### src/rtl/array_read_streamer.sv
// Streams a contiguous, wrap-around range of the array's combinational read port
// out as a valid/ready word stream, one word per cycle when not stalled.
module array_read_streamer #(
    parameter  int WIDTH = 8,
    parameter  int DEPTH = 4,
    localparam int ADDR  = $clog2(DEPTH)
) (
    input  logic             clk,
    input  logic             rst,
    input  logic             start,
    input  logic [ADDR-1:0]  base_addr,
    input  logic [ADDR:0]    count,
    output logic [ADDR-1:0]  read_addr,
    input  logic [WIDTH-1:0] read_data,
    output logic [WIDTH-1:0] out_data,
    output logic             out_valid,
    input  logic             out_ready,
    output logic             out_last,
    output logic             busy,
    output logic             done
);
    localparam logic [ADDR-1:0] ADDR_ONE = ADDR'(1);
    localparam logic [ADDR-1:0] ADDR_TOP = ADDR'(DEPTH - 1);
    localparam logic [ADDR:0]   CNT_ONE  = (ADDR + 1)'(1);

    typedef enum logic {IDLE, STREAM} state_t;

    state_t        state, state_nxt;
    logic [ADDR:0] remaining;
    logic          accept, empty_req, load, xfer, finish;

    always_ff @(posedge clk or posedge rst) begin
        if (rst) state <= IDLE;
        else     state <= state_nxt;
    end

    always_comb begin
        state_nxt = state;
        accept    = 1'b0;
        empty_req = 1'b0;
        load      = 1'b0;
        finish    = 1'b0;
        xfer      = out_valid && out_ready;
        case (state)
            IDLE: begin
                if (start) begin
                    if (count != '0) begin
                        accept    = 1'b1;
                        state_nxt = STREAM;
                    end else begin
                        empty_req = 1'b1;
                    end
                end
            end
            STREAM: begin
                // Refill the output register whenever it is empty or draining this edge.
                load   = (!out_valid || out_ready) && (remaining != '0);
                finish = xfer && out_last;
                if (finish) state_nxt = IDLE;
            end
            default: state_nxt = IDLE;
        endcase
    end

    always_ff @(posedge clk or posedge rst) begin
        if (rst) begin
            read_addr <= '0;
            remaining <= '0;
            out_data  <= '0;
            out_valid <= 1'b0;
            out_last  <= 1'b0;
            done      <= 1'b0;
        end else begin
            done <= empty_req || finish;
            if (accept) begin
                read_addr <= base_addr;
                remaining <= count;
            end
            if (load) begin
                out_data  <= read_data;
                out_valid <= 1'b1;
                out_last  <= (remaining == CNT_ONE);
                remaining <= remaining - CNT_ONE;
                // Wrap at DEPTH so non-power-of-two arrays never see an out-of-range address.
                read_addr <= (read_addr == ADDR_TOP) ? '0 : read_addr + ADDR_ONE;
            end else if (xfer) begin
                out_valid <= 1'b0;
                out_last  <= 1'b0;
            end
        end
    end

    assign busy = (state == STREAM);

endmodule

### config.mk
export PLATFORM = sky130hd
export DESIGN_NAME = array_read_streamer
export DESIGN_NICKNAME = d
export VERILOG_FILES = /design/src/rtl/array_read_streamer.sv
export SDC_FILE = /design/constraint.sdc
export NUM_CORES = 1
export LEC_CHECK = 0
export ABC_AREA = 1
export BUFFER_PORTS_ARGS = -buffer_cell sky130_fd_sc_hd__buf_2
export CORE_MARGIN = 3
export CORE_UTILIZATION = 46
export CTS_BUF_LIST = sky130_fd_sc_hd__clkbuf_4
export CTS_CLUSTER_DIAMETER = 120
export DETAILED_ROUTE_END_ITERATION = 10
export PLACE_DENSITY_LB_ADDON = 0.08
export SLEW_MARGIN = 30
export SYNTH_ARGS = -nofsm -noshare
export SYNTH_HDL_FRONTEND = slang
export SYNTH_SLANG_ARGS = --single-unit
### constraint.sdc
create_clock -name clk -period 1.4 [get_ports clk]
set_input_delay 0.14 -clock clk [delete_from_list [all_inputs] [get_ports clk]]
set_output_delay 0.14 -clock clk [all_outputs]
set_load 0.005 [all_outputs]
==> metrics.csv <==
metric,value,unit
cts_buffers,3,
p_per_area,2511,nW/µm²
clock.fmax,708.5,MHz
drt_first_iter_violations,10,
p_leak,0.0007056,µW
final_cells,174,
synth-seq-area-share,47.82,%
die_x,49.98,µm
yosysUniqueCellTypes,15,
hold_class,input port to flip-flop,
cp.arrival,1.61,ns
drc_errors,0,
worstSetupPathType,flip-flop to flip-flop,
portBuffers,30,
setup_slack,-0.01143,ns
ir_drop,1.364,mV
num_io_pins,31,
holdWs,0.06746,ns
period_share,100.8,%
wl_per_cell,11.55,µm
met1_usage,22.71,%
failed_checks,setup timing,
cts_htree_levels,1,
grt_overflow,0,
ant_nets,0,
root_buffer,clkbuf_4,
die_area,2498,µm²
ys_async_sr_fraction,100.0,%
setup_viol,6,
syn-num-nets,129,
gp_congestion,0.7666,
slowest_delay,0.39,ns
dpl-instance-area,1091,µm²
min_period,1.411,ns
required,1.60,ns
cts_tree,done,
coreArea,1783,µm²
drt_wl_total,2009,µm
worst_setup_path_end_kind,flip-flop,
cap_violations,0,
cts.path.max_buffers,2,
busiest_layer,met2,
synth_area,889.6,µm²
yosysWarnings,0,
fillers,152,
grt_pass1_vias,761,
dr.pass1.iters,3,
placedCellCount,166,
final_nets,171,
synth_edf_count,0,
grt_first_pass_wirelength,3401,µm
route.vias.total,817,
path_cells,inv_2 > ha_4 > ha_4 > nor2_8 > nand2_8 > buf_6 > nand2_1 > nand2_1,
fp.dieH,49.98,µm
fin_skew,0.001907,ns
antenna_found_initial,0,
synthToLayoutAreaGrowth,40.79,%
rsz0062_at_grt,yes,
clk_pin_slew,0.10,ns
synthFlopType,dfrtp_1,
slew_headroom,58.32,%
grt_use_met2,29.52,%
grt_usage,18.30,%
clkLatencyLatePin,0.30,ns
start_util,49.89,%
hold_viol_final,0,
worst_slew_pin_slew,0.6245,ns
grt_max_degree,18,
grt_use_met3,3.021,%
outcome,"finished, violations left",
ys_ff_latch,17,
std_cell_rows,15,
drv_slew,0,
avgSynthCellArea,8.237,µm²
post-route-util,70.25,%
synthCells,108,
finalPower,3145,µW
cp_max_fo,9,
hpwl,1377,µm
final_cell_area,1252,µm²
diodes,0,
crit_path_start_kind,flip-flop,
vias_per_cell,4.695,
clock-sinks,17,
layout-drive-gt1-share,44.30,%
slowest_stage,dfrtp_1,
-- cells in the final DEF (no fill, tap or decap), drive strengths merged --
master,synthesis,routed
o21ai,2,2
nand2,46,47
inv,10,10
nor2,4,4
dlygate4sd3,0,1
ha,4,4
buf,4,39
nand3,21,21
dfrtp,17,17
clkbuf,0,4
-- registers in the layout (all words and copies together) (netlist names) --
register,cells
done,1
read_addr,2
out_valid,1
out_data,8
out_last,1
remaining,3
busy,1
-- stage by stage --
stage / worst slack (ns) / TNS, ns
finish: -0.01143 / -0.02869
CTS: -0.004720 / -0.009822
global route: -0.07017 / -0.7265
floorplan: 0.02550 / 0
detailed placement: -0.04792 / -0.2663
global placement: -0.01426 / -0.05187
-- final timing paths --
| check | from | endpoint | slack [ns] | cells past startpoint |
|---|---|---|---|---|
| hold / removal | read_data[4] | out_data[4] | 0.07 | 3 |
| hold reg to reg | out_data[1] | out_data[1] | 0.47 | 2 |
| setup reg to reg | remaining[1] | out_data[2] | -0.01 | 8 |
| min in group asynchronous | rst | remaining[0] | 0.45 | 3 |
| setup / recovery | remaining[1] | out_data[2] | -0.01 | 8 |
| max in group asynchronous | rst | out_data[2] | 0.55 | 3 |
-- power breakdown --
part	internal [µW]	total, µW	switching (µW)
registers	728	882	154
logic	939	1970	1030
clock network	130	290	160
-- worst max-delay path, delay by kind of cell (launching register included) --
| kind | cells | cell delay [ns] |
|---|---|---|
| fa+ha+maj | 2 | 0.33 |
| simple gates | 4 | 0.37 |
| buf+inv | 2 | 0.21 |
| flops | 1 | 0.39 |
-- area by class of cell --
| cell class | count | area (µm²) | area share (%) |
|---|---|---|---|
| timing repair buffer | 40 | 259.0 | 20.68 |
| tap | 25 | 31.28 | 2.498 |
| sequential | 17 | 425.4 | 33.97 |
| multi-input combinational | 78 | 469.2 | 37.46 |
| clock buffer | 4 | 30.03 | 2.398 |
| inverter | 10 | 37.54 | 2.997 |
-- cells in the mapped netlist (2+ instances only) --
library cell / n / area [µm²]
buf_6: 2 / 22.52
dfrtp_1: 17 / 425.4
ha_1: 4 / 50.05
inv_1: 9 / 33.78
nand2_1: 39 / 146.4
nand2_2: 6 / 37.54
nand3_1: 21 / 105.1
nor2_1: 3 / 11.26
-- per-layer routing --
metal	routed length, µm	vias up
met5	0	-
met4	50	0
met3	89	5
met2	1017	21
met1	853	367
li1	-	424
-- repair_timing --
action	CTS	global route
gates resized for setup	7	13
hold buffers	1	0
pin swaps	0	13
setup endpoints to repair	14	14
cloned	1	0
hold endpoints to repair	17	0
buffers inserted	0	2
-- kinds of logic (layout without fill, tap and decap cells) --
logic type      Yosys count  in the layout  share of synthesized area (%)
simple gates             71             72                          37.27
flops                    17             17                          47.82
compound gates            2              2                          1.124
buf+inv                  14             54                          8.156
fa+ha+maj                 4              4                          5.626
No activity file was read; power rests on OpenSTA's default activity.
